$ cat config.mk
export PLATFORM = sky130hd
export DESIGN_NAME = axi_dma_stream_writer
export DESIGN_NICKNAME = d
export VERILOG_FILES = /design/src/rtl/axi_dma_stream_writer.sv
export SDC_FILE = /design/constraint.sdc
export NUM_CORES = 1
export LEC_CHECK = 0
export ABC_AREA = 1
export CORE_UTILIZATION = 44
export CTS_CLUSTER_SIZE = 30
export DETAILED_ROUTE_END_ITERATION = 16
export PLACE_DENSITY_LB_ADDON = 0.05
export SLEW_MARGIN = 20
export SYNTH_ARGS = -nofsm -noshare
export SYNTH_HDL_FRONTEND = slang
export SYNTH_SLANG_ARGS = --single-unit
$ cat constraint.sdc
create_clock -name aclk -period 2.9 [get_ports aclk]
set_input_delay 0.435 -clock aclk [delete_from_list [all_inputs] [get_ports aclk]]
set_output_delay 0.435 -clock aclk [all_outputs]
set_load 0.02 [all_outputs]
$ cat src/rtl/axi_dma_stream_writer.sv
// Streams 32-bit AXI-Stream words to memory as AXI4 INCR bursts, one burst in flight at a time.
// W beats pass straight through (wvalid=tvalid, tready=wready), so stream stalls track wready.
module axi_dma_stream_writer #(
  parameter int BURST_LEN  = 16,
  parameter int ADDR_WIDTH = 32
) (
  input  logic                  aclk,
  input  logic                  arstn,
  input  logic                  start,
  input  logic [ADDR_WIDTH-1:0] base_addr,
  input  logic [15:0]           length,
  output logic                  busy,
  output logic                  done,
  input  logic [31:0]           s_axis_tdata,
  input  logic                  s_axis_tvalid,
  output logic                  s_axis_tready,
  output logic [ADDR_WIDTH-1:0] m_axi_awaddr,
  output logic [7:0]            m_axi_awlen,
  output logic [2:0]            m_axi_awsize,
  output logic [3:0]            m_axi_awcache,
  output logic [2:0]            m_axi_awprot,
  output logic                  m_axi_awvalid,
  input  logic                  m_axi_awready,
  output logic [31:0]           m_axi_wdata,
  output logic [3:0]            m_axi_wstrb,
  output logic                  m_axi_wlast,
  output logic                  m_axi_wvalid,
  input  logic                  m_axi_wready,
  input  logic                  m_axi_bvalid,
  output logic                  m_axi_bready
);

  typedef enum logic [2:0] {
    S_IDLE,
    S_AW,
    S_W,
    S_B,
    S_DONE
  } state_t;

  localparam logic [16:0] LP_BURST     = 17'(BURST_LEN);
  localparam logic [7:0]  LP_MAX_AWLEN = 8'(BURST_LEN - 1);

  state_t                r_state;
  logic [ADDR_WIDTH-1:0] r_addr;
  logic [15:0]           r_remaining;
  logic [7:0]            r_awlen;
  logic [7:0]            r_beat_cnt;
  logic                  r_awvalid;
  logic                  r_bready;
  logic                  r_busy;
  logic                  r_done;

  logic [8:0]            w_burst_beats;
  logic [15:0]           w_rem_after_b;
  logic [ADDR_WIDTH-1:0] w_addr_after_b;
  logic                  w_in_w;
  logic                  w_w_fire;
  logic                  w_last_beat;

  // Full bursts until the tail, which carries whatever is left.
  function automatic logic [7:0] f_awlen(input logic [15:0] rem);
    if ({1'b0, rem} >= LP_BURST) return LP_MAX_AWLEN;
    return 8'(rem - 16'd1);
  endfunction

  assign w_burst_beats  = {1'b0, r_awlen} + 9'd1;
  assign w_rem_after_b  = r_remaining - {7'd0, w_burst_beats};
  assign w_addr_after_b = r_addr + ADDR_WIDTH'({w_burst_beats, 2'b00});
  assign w_in_w         = (r_state == S_W);
  assign w_w_fire       = w_in_w & s_axis_tvalid & m_axi_wready;
  assign w_last_beat    = (r_beat_cnt == r_awlen);

  assign busy          = r_busy;
  assign done          = r_done;
  assign m_axi_awaddr  = r_addr;
  assign m_axi_awlen   = r_awlen;
  assign m_axi_awsize  = 3'b010;
  assign m_axi_awcache = 4'b0011;
  assign m_axi_awprot  = 3'b000;
  assign m_axi_awvalid = r_awvalid;
  assign m_axi_wdata   = s_axis_tdata;
  assign m_axi_wstrb   = 4'hF;
  assign m_axi_wvalid  = w_in_w & s_axis_tvalid;
  assign m_axi_wlast   = w_in_w & w_last_beat;
  assign s_axis_tready = w_in_w & m_axi_wready;
  assign m_axi_bready  = r_bready;

  always_ff @(posedge aclk or negedge arstn) begin
    if (!arstn) begin
      r_state     <= S_IDLE;
      r_addr      <= '0;
      r_remaining <= '0;
      r_awlen     <= '0;
      r_beat_cnt  <= '0;
      r_awvalid   <= 1'b0;
      r_bready    <= 1'b0;
      r_busy      <= 1'b0;
      r_done      <= 1'b0;
    end else begin
      case (r_state)
        S_IDLE: begin
          if (start) begin
            r_addr      <= base_addr;
            r_remaining <= length;
            r_busy      <= 1'b1;
            if (length == 16'd0) begin
              r_state <= S_DONE;
              r_done  <= 1'b1;
            end else begin
              r_state   <= S_AW;
              r_awlen   <= f_awlen(length);
              r_awvalid <= 1'b1;
            end
          end
        end
        S_AW: begin
          if (m_axi_awready) begin
            r_awvalid <= 1'b0;
            r_state   <= S_W;
          end
        end
        S_W: begin
          if (w_w_fire) begin
            if (w_last_beat) begin
              r_beat_cnt <= '0;
              r_bready   <= 1'b1;
              r_state    <= S_B;
            end else begin
              r_beat_cnt <= r_beat_cnt + 8'd1;
            end
          end
        end
        S_B: begin
          if (m_axi_bvalid) begin
            r_bready    <= 1'b0;
            r_remaining <= w_rem_after_b;
            r_addr      <= w_addr_after_b;
            if (w_rem_after_b != 16'd0) begin
              r_state   <= S_AW;
              r_awlen   <= f_awlen(w_rem_after_b);
              r_awvalid <= 1'b1;
            end else begin
              r_state <= S_DONE;
              r_done  <= 1'b1;
            end
          end
        end
        S_DONE: begin
          r_done  <= 1'b0;
          r_busy  <= 1'b0;
          r_state <= S_IDLE;
        end
        default: r_state <= S_IDLE;
      endcase
    end
  end

endmodule

### Yosys cells after proc, flatten, opt, wreduce, memory -nomap -nowiden

Index checks and enable logic that the tools add are counted.

* add/subtract/negate cells: 6
* order comparisons: 2
* equality and inequality tests: 14
* mux-type cells: 49
* bitwise gates (word level): 4
* reductions and logical operators: 16

Operators by type and width (count)
* $mux W8: 9
* $mux W32: 2
* $pmux W32 S2: 1
* $add A32 B11 Y32: 1
* $ge A16 B5 Y1 const B: 2
* $mux W16: 2
* $pmux W16 S2: 1
* $mux W1: 21
* $mux W3: 7
* $logic_not A16 Y1: 1
* $pmux W8 S2: 1
* $reduce_bool A16 Y1: 1
* $sub A16 B9 Y16: 1
* $sub A8 B1 Y8 const B: 2
* $reduce_and A5 Y1: 3
* $ne A2 B2 Y1 const B: 7
* $pmux W3 S4: 1
* $add A8 B1 Y9 const B: 1
* $add A8 B1 Y8 const B: 1
* $eq A8 B8 Y1: 1
* $eq A3 B2 Y1 const B: 2
* $pmux W1 S3: 2
* $reduce_and A6 Y1: 1
* $reduce_bool A2 Y1: 3
* 10 further kinds: 17

* flip-flop bits (word level): 71
* input bits: 87
* output and inout port bits: 93
* logic and storage cells: 100

### Depth between registers and ports, before layout

Gate-level depths: netlist of run 1.

* depth in word-level cells: 11
* mapped depth: 24
* mapped depth without buffers: 24

### Least setup slack after synthesis of run 1

Ideal clock, no wire load.

* kind: register to register
* start: register r_awlen[2], in the netlist m_axi_awlen[2]
* end: register r_state[0]
* setup time: 0.118 ns
* data arrival time: 2.886 ns
* data required time: 2.782 ns
* setup slack: -0.104 ns
* stages on the path, launching flop included: 21
* buffers on the path: 0
* clock period less this slack: 3.004 ns
* cell sequence: dfrtp_1 inv_1 nor3_1 nand3_1 nor2_1 nand2_1 xor2_1 ha_1 nand2_2 inv_2 nand2_1 nand3_1 nor2_1 nand2_1 nand2_1 nand3_1 nor2_1 nand3_1 nand2_1 nand2_1 a21o_1

* word-level cells in the longest chain between the ends: 6
* elaborated cells between the ends (all ways): 9
* classes of those cells: add/sub: 2; eq/ne: 2; mux: 3; reduce/logical: 2

Ends and longest elaborated chain
* from (decl): line 47 `logic [7:0] r_awlen;`
* from (signal assigned): line 112 `r_awlen <= f_awlen(length);`
* from (signal assigned): line 141 `r_awlen <= f_awlen(w_rem_after_b);`
* $add A8 B1 Y9: line 67 `assign w_burst_beats = {1'b0, r_awlen} + 9'd1;`
* $sub A16 B9 Y16: line 68 `assign w_rem_after_b = r_remaining - {7'd0, w_burst_beats};`
* $reduce_bool A16 Y1: line 139 `if (w_rem_after_b != 16'd0) begin`
* $mux W3: line 139
* $mux W3: line 135 `if (m_axi_bvalid) begin`
* $pmux W3 S4: line 101 `case (r_state)`
* to (signal assigned): line 108 `r_state <= S_DONE;`
* to (signal assigned): line 140 `r_state <= S_AW;`
* to (signal assigned): line 144 `r_state <= S_DONE;`
* to (decl): line 44 `state_t r_state;`

Parallel ways exist; a longest one is shown, timed or not. The select of a mux whose other input is x is not followed.
A chain may end at the register's enable or synchronous reset.

### Final worst setup path of run 1

* start: register r_awlen[1], in the netlist m_axi_awlen[1]
* end: register r_state[2]

Same word-level chain as after synthesis.

==> results of run 1 <==
cell type report:
cell class	count	area (µm²)	area share
timing repair buffer	204	1820	0.211
sequential	71	1780	0.207
clock buffer	12	236	0.0275
clock inverter	4	47.5	0.00553
tap	176	220	0.0256
inverter	114	433	0.0504
multi-input combinational	685	4060	0.472
synthesized netlist by cell type, types with 2 or more instances:
master,count,share of area
buf_6,6,0.011
clkbuf_1,10,0.0061
nor3_1,24,0.020
o22ai_1,11,0.011
nor2_2,4,0.0041
fa_1,2,0.0065
inv_2,14,0.0086
o21a_1,6,0.0074
nand4_1,25,0.026
nor2_4,5,0.0092
o21ai_0,56,0.046
conb_1,2,0.0012
nand3b_1,5,0.0061
ha_1,22,0.045
nand2_2,13,0.013
nand3_1,63,0.051
o21ai_1,16,0.013
nand3_2,2,0.0033
xnor2_1,7,0.010
inv_1,99,0.061
a21oi_1,42,0.034
nand2_1,254,0.16
buf_4,49,0.060
a31oi_1,5,0.0051
or2_2,2,0.0020
nor4_1,8,0.0082
dfrtp_1,71,0.29
nor2_1,70,0.043
xor2_1,10,0.014
o211ai_1,8,0.0098
flip-flops by register name, summed over array words and instances, names as in the netlist:
register       cells
m_axi_awaddr      32
r_beat_cnt         8
done               1
m_axi_awvalid      1
r_state            3
m_axi_bready       1
m_axi_awlen        8
r_remaining       16
busy               1
worst max-delay path by stage:
stage | start | end | slack (ns) | cells past startpoint
2_1_floorplan | m_axi_awlen[2] | r_state[0] | 0.05 | 20
3_3_place_gp | m_axi_awlen[2] | m_axi_awlen[7] | -0.29 | 22
3_5_place_dp | m_axi_awlen[2] | m_axi_awlen[7] | -0.35 | 22
4_1_cts | m_axi_awlen[0] | m_axi_awlen[5] | -0.14 | 22
5_1_grt | m_axi_awlen[1] | m_axi_awlen[5] | -0.30 | 23
6_report | m_axi_awlen[1] | r_state[2] | -0.1 | 23
routing by layer:
metal	up-vias	share of wire
li1	3293	-
met1	3041	0.46
met2	218	0.46
met3	45	0.050
met4	0	0.025
met5	-	0
per-stage QoR:
step / setup WS [ns] / cell area (µm²) / cells / util
after floorplan: 0.0462 / 6180 / 937 / -
after global placement: -0.289 / 7610 / 1237 / 0.568
after detailed placement: -0.347 / 7610 / 1237 / 0.568
after CTS: -0.136 / 8090 / 1258 / 0.604
after global routing: -0.299 / 8590 / 1266 / 0.641
final: -0.0991 / 8590 / 1266 / 0.641
worst register-to-register path, cell delays in order (launching register included):
cell and delay (ns):
dfrtp_2 0.41, ha_4 0.15, nand4_1 0.11, nor2_1 0.12, inv_1 0.06, nor2_1 0.11
inv_1 0.08, nor2_2 0.16, inv_2 0.06, ha_4 0.27, nand2_4 0.11, inv_2 0.05
nand2_1 0.06, nand3_1 0.07, nor2_2 0.12, buf_4 0.14, nand3_2 0.10, nand3_4 0.11
nor2_2 0.04, buf_4 0.13, nand4_1 0.07, nand2_1 0.09, buf_4 0.15, and3_1 0.13
logic make-up after synthesis:
logic type | share of synthesized area
AO/OA/AOI/OAI | 0.133
XOR/XNOR | 0.0270
adder cells (fa/ha/maj) | 0.0515
buffers and inverters | 0.149
flip-flops | 0.290
other | 0.00123
AND/OR/NAND/NOR | 0.348
what timing repair did:
action | 4_1_cts | 5_1_grt
hold buffers | 0 | 0
pin swaps | 25 | 46
setup buffers | 5 | 9
gates resized for setup | 38 | 106
endpoints found under the setup margin | 28 | 36
power by group:
part	internal, mW	switching [mW]	leakage [nW]
sequential	1.44	0.518	0.843
combinational	3.50	4.62	3.01
clock	0.664	0.453	0.137
==> impl_results.md, run 1 <==
- Run status: complete, but fails checks
- Failing checks: setup timing
- Cell class contributing the biggest share of worst-path delay: simple AND/OR/NAND/NOR gates
- Critical path fanouts, max: 4
- Length in cells of the worst reg-to-reg path: 23
- CP Class: reg -> reg
- Final number of max-transition violations: 0
- Post-Syn Area: 6120 µm²
- End of the worst register-to-register path: r_state[2]
- Inserted Diodes: 0
- First drt pass iteration count: 6
- Layout filler cell count: 1229
- Worst-case headroom to the max-slew limit: 0.564
- Clk Tree Root Cell: clkbuf_16
- Hold Fails Final Rpt: 0
- Maximum number of pins on one net before global-route repair: 59
- Final Total Pwr: 11.2 mW
- Overall overflow remaining after global route: 0
- Required time at the worst-slack endpoint: 3.14 ns
- Die extent in y: 120 µm
- Setup crit start kind: register
- Avg Synthesized Cell Area: 6.62 µm²
- Clock buffer depth: 2
- Hold Worst Slack: 0.00335 ns
- Overall die width: 120 µm
- TritonCTS clock tree: done
- Layout cell share with drive strength beyond 1: 0.242
- Setup Viol. Count Final: 13
- HP Class: in -> async
- Critical path data arrival time: 3.24 ns
- Post-layout minimum cycle time: 3.00 ns
- Number of different library cells in the post-synthesis netlist: 44
- Initial Utilization: 0.457
- Area growth from synthesis to final layout: 40.3%
- Global-route total usage across every layer: 0.268
- Crit path buf inv count: 7
- Post-synth EDFFs: 0
- Routed via count: 6597
- Antenna violations before repair: 0
- Number of warnings issued by yosys: 0
- Count of maximum capacitance violations: 0
- Most frequently used flop master after synthesis: dfrtp_1
- Die area: 14400 µm²
- Vias per Instance: 5.21
- Pwr dens: 1300 nW/µm²
- Met2 global-route usage: 0.421
- Setup crit end kind: register
- Most frequent standard cell in the layout excluding fill and tap cells: nand2_1
- DRC violations left: 0
- Final WS setup: -0.0991 ns
- Final weighted congestion in routability-driven placement: 0.862
- Leak: 3.99 nW
- RSZ-0062 raised after global routing: yes
- Grt peak-use layer: met2
- Total Wirelength: 19.2 mm
- Worst reg2reg path startpoint: m_axi_awlen[1]
- Via count of the first global-routing pass: 6155
- Nets: 1196
- Final worst clock skew: 0.0117 ns
- Number of DRC violations after detailed-routing iteration 0: 315
- Number of ports placed on the die boundary: 180
- Met1 Use GR: 0.367
- Timing-limited maximum frequency: 333 MHz
- Transition time at the pin with the least slew margin: 0.649 ns
- Crit-path max cell delay: 0.41 ns
- WL per Instance: 15.2 µm
- Number of placement rows: 42
- Top library cells by usage in the layout, fill and taps aside: nand2_1 (216), clkdlybuf4s50_1 (100), buf_4 (97)
- Share of synthesized flip-flops with an asynchronous set or reset: 1.00
- Global-route wire length before repair: 30.2 mm
- Total Negative Setup Slacks: -0.972 ns
- M3 GR Usage: 0.0399
- Cell with the biggest individual delay on the critical path: dfrtp_2
- Number of nets still failing antenna checks after routing: 0
- Clk_lat worst skew: 0.35 ns
- Mapped Cells: 925
- Fraction of the cycle the final worst path needs: 1.03
- Sequential share of the synthesized area: 0.290
- Peak VDD IR: 609 µV
- Sinks on the clock net: 71
- Setup slack of the worst register-to-register path: -0.1 ns
- Number of buffers created by CTS: 9
- Flops & latches, synth: 71
- Cell breakdown of the critical path: ha_4, nand4_1, nor2_1, inv_1, nor2_1, inv_1, nor2_2, inv_2, ha_4, nand2_4, inv_2, nand2_1, nand3_1, nor2_2, buf_4, nand3_2, nand3_4, nor2_2, buf_4, nand4_1, nand2_1, buf_4, and3_1
- Detail Placement HPWL: 14.3 mm
- CTS clock-pin slew for the worst setup and hold paths: 0.06 ns
- H-tree level count: 3
- Core region area: 13400 µm²
- Number of input and output port buffers inserted: 101
Note: power is estimated with default switching activity, not from simulation.
==> run 2: changes to the inputs <==
--- a/config.mk
+++ b/config.mk
@@ -5,8 +5,7 @@
 export SDC_FILE = /design/constraint.sdc
 export NUM_CORES = 1
 export LEC_CHECK = 0
-export ABC_AREA = 1
-export CORE_UTILIZATION = 44
+export CORE_UTILIZATION = 43
 export CTS_CLUSTER_SIZE = 30
 export DETAILED_ROUTE_END_ITERATION = 16
 export PLACE_DENSITY_LB_ADDON = 0.05
==> run 2 against run 1 <==
The run still ends with setup timing left. Largest power group unchanged. Fmax shrank 15%. Largest cell class unchanged. Critical path depth decreased by 6. Clock skew fell by 0.0044 ns. Design area down 8.1%.
==> impl_results.md, run 2 <==
- Run status: complete, but fails checks
- Failing checks: setup timing
- Mapped Cells: 675
- Global-route total usage across every layer: 0.267
- Crit-path max cell delay: 0.40 ns
- Pwr dens: 1140 nW/µm²
- Number of buffers created by CTS: 9
- Core region area: 12300 µm²
- Number of different library cells in the post-synthesis netlist: 65
- Die extent in y: 115 µm
- Share of synthesized flip-flops with an asynchronous set or reset: 1.00
- RSZ-0062 raised after global routing: yes
- TritonCTS clock tree: done
- Transition time at the pin with the least slew margin: 0.638 ns
- Number of placement rows: 40
- Critical path fanouts, max: 5
- Int Pwr: 4.87 mW
- Share of total power in sequential cells: 0.221
- Timing-limited maximum frequency: 283 MHz
- Cell with the biggest individual delay on the critical path: dfrtp_2
- Area growth from synthesis to final layout: 43.5%
- Hold Fails Final Rpt: 0
- Routed via count: 5583
- Vias per Instance: 5.52
- Count of maximum capacitance violations: 0
- Initial Utilization: 0.449
- Post-layout minimum cycle time: 3.53 ns
- Top library cells by usage in the layout, fill and taps aside: buf_4 (111), clkdlybuf4s50_1 (100), dfrtp_1 (66)
- Max reg flops: 32
- Final WS setup: -0.634 ns
- List of most frequent post-synthesis cells: dfrtp_1 (71), nand2_1 (63), a21oi_1 (62)
- Via count of the first global-routing pass: 5580
- Final worst clock skew: 0.00725 ns
- Clock Power Share: 0.116
- DRC violations left: 0
- Hold Worst Slack: 0.129 ns
- H-tree level count: 3
- Most numerous cell in the Yosys netlist: dfrtp_1
- Number of DRC violations after detailed-routing iteration 0: 282
- Net Sw Frac: 0.458
- Number of input and output port buffers inserted: 101
- Avg Synthesized Cell Area: 8.15 µm²
- Cell breakdown of the critical path: ha_4, nand3_4, nor2_4, xor2_2, inv_2, ha_4, a211o_1, o22a_1, o31a_1, xor2_1, a211o_1, nor4_4, nand4_4, buf_4, o21ai_1, buf_4, a21boi_0
- Area of placed instances: 7090 µm²
- Worst-case headroom to the max-slew limit: 0.564
- Length in cells of the worst reg-to-reg path: 17
- Setup crit end kind: register
- Peak VDD IR: 517 µV
- Total Wirelength: 17.3 mm
- Setup crit start kind: register
- Required time at the worst-slack endpoint: 3.15 ns
- Final number of max-transition violations: 0
- Overall die width: 115 µm
- HP Class: in -> async
- Final weighted congestion in routability-driven placement: 0.910
- Power dissipated by switching net loads: 4.12 mW
- Post-synth EDFFs: 0
- Inserted Diodes: 0
- Clk_lat worst skew: 0.34 ns
- First drt pass iteration count: 5
- Cell types occupying the most area after synthesis: dfrtp_1 (32%), buf_4 (6.3%), a21oi_1 (5.6%)
- Number of warnings issued by yosys: 0
- Nets: 949
- Layout cell share with drive strength beyond 1: 0.257
- Layout filler cell count: 1082
- Leak: 3.45 nW
- Fraction of the cycle the final worst path needs: 1.22
- Area share of the largest cell type after synthesis: 0.323
- Antenna violations before repair: 0
- Setup Viol. Count Final: 29
- CP Class: reg -> reg
- Part of the power in combinational logic: 0.663
- Number of nets still failing antenna checks after routing: 0
- Most frequent standard cell in the layout excluding fill and tap cells: buf_4
- Post-Syn Area: 5500 µm²
- Number of ports placed on the die boundary: 180
- Post-Layout Inst Area: 7900 µm²
- Detail Placement HPWL: 12.6 mm
- Maximum number of pins on one net before global-route repair: 46
- Most frequently used flop master after synthesis: dfrtp_1
- Sequential share of the synthesized area: 0.323
- Sinks on the clock net: 71
- Clk Tree Root Cell: clkbuf_16
- Fin util: 0.644
- WL per Instance: 17.1 µm
- Area leader, netlist: dfrtp_1
- Overall overflow remaining after global route: 0
- Die area: 13200 µm²
- Clock buffer depth: 2
- Global-route wire length before repair: 27.4 mm
- Critical path data arrival time: 3.78 ns
- CTS clock-pin slew for the worst setup and hold paths: 0.06 ns
- Flops & latches, synth: 71
-- run 2: changes by cell type after synthesis, moves of 17 or more --
cell | previous run | this run
nand2_1 | 254 | 63
inv_1 | 99 | 25
nand3_1 | 63 | 28
a21oi_1 | 42 | 62
xnor2_1 | 7 | 27
mux2i_1 | 0 | 18
clkbuf_1 | 10 | 27
o22ai_1 | 11 | 28
-- run 2: worst paths after layout --
path / startpoint / end / slack, ns
max in group asynchronous: arstn / r_remaining[8] / 2.07
min in group aclk: m_axi_awaddr[0] / m_axi_awaddr[0] / 0.49
min: arstn / r_beat_cnt[5] / 0.13
min reg2reg: m_axi_awaddr[0] / m_axi_awaddr[0] / 0.49
max: m_axi_awlen[0] / m_axi_awlen[5] / -0.63
max reg2reg: m_axi_awlen[0] / m_axi_awlen[5] / -0.63
-- run 2: kinds of logic (layout without fill, tap and decap cells) --
family	count (synthesis)	count (layout)	share of synthesized area
mux	20	20	0.0369
flops	71	71	0.323
fa+ha+maj	24	24	0.0573
xor+xnor	36	36	0.0573
buf+inv	106	262	0.105
compound gates	196	196	0.222
simple gates	220	220	0.197
other cells	2	14	0.00137
-- run 2: critical path, delay by kind of cell (launching register included) --
kind | cells | cell delay, ns
AND/OR/NAND/NOR | 4 | 0.69
adder cells (fa/ha/maj) | 2 | 0.39
XOR/XNOR | 2 | 0.36
buffers and inverters | 3 | 0.39
AO/OA/AOI/OAI | 6 | 1.19
flip-flops | 1 | 0.40
-- run 2: final cells by class --
type | count | area (µm²) | area share
Multi-Input combinational cell | 510 | 3570 | 0.453
Timing Repair Buffer | 221 | 1960 | 0.248
Sequential cell | 71 | 1780 | 0.226
Clock buffer | 11 | 243 | 0.0307
Tap cell | 168 | 210 | 0.0266
Inverter | 25 | 93.8 | 0.0119
Clock inverter | 5 | 33.8 | 0.00428
-- run 2: repair_timing --
action | CTS | global route
pin swaps | 23 | 30
endpoints found under the hold margin | 0 | 0
setup endpoints to repair | 21 | 33
setup buffers | 10 | 11
hold buffers | 0 | 0
gates resized for setup | 39 | 49
-- run 2: routing by layer --
metal	part of all wire	global-route usage	vias up	routed length, µm
li1	-	-	2689	-
met1	0.44	0.328	2684	7610
met2	0.48	0.458	172	8360
met3	0.052	0.0548	38	896
met4	0.022	0.109	0	382
met5	0	0	-	0
-- run 2: per-stage QoR --
step	instances	power [mW]	setup TNS (ns)	setup WS [ns]
global route	1011	9.66	-11.81	-0.733
finish	1011	8.99	-7.14	-0.634
detailed placement	974	7.34	-7.05	-0.621
global placement	974	7.25	-5.79	-0.540
floorplan	687	5.18	-4.13	-0.599
CTS	1000	8.64	-6.04	-0.552
-- run 2: power by group through the flow --
stage,Clock [mW],Sequential [mW],Combinational (mW)
floorplan,0,2.06,3.12
global placement,0,1.93,5.32
detailed placement,0,1.94,5.40
CTS,1.06,1.95,5.63
global route,1.10,2.06,6.50
finish,1.04,1.99,5.96
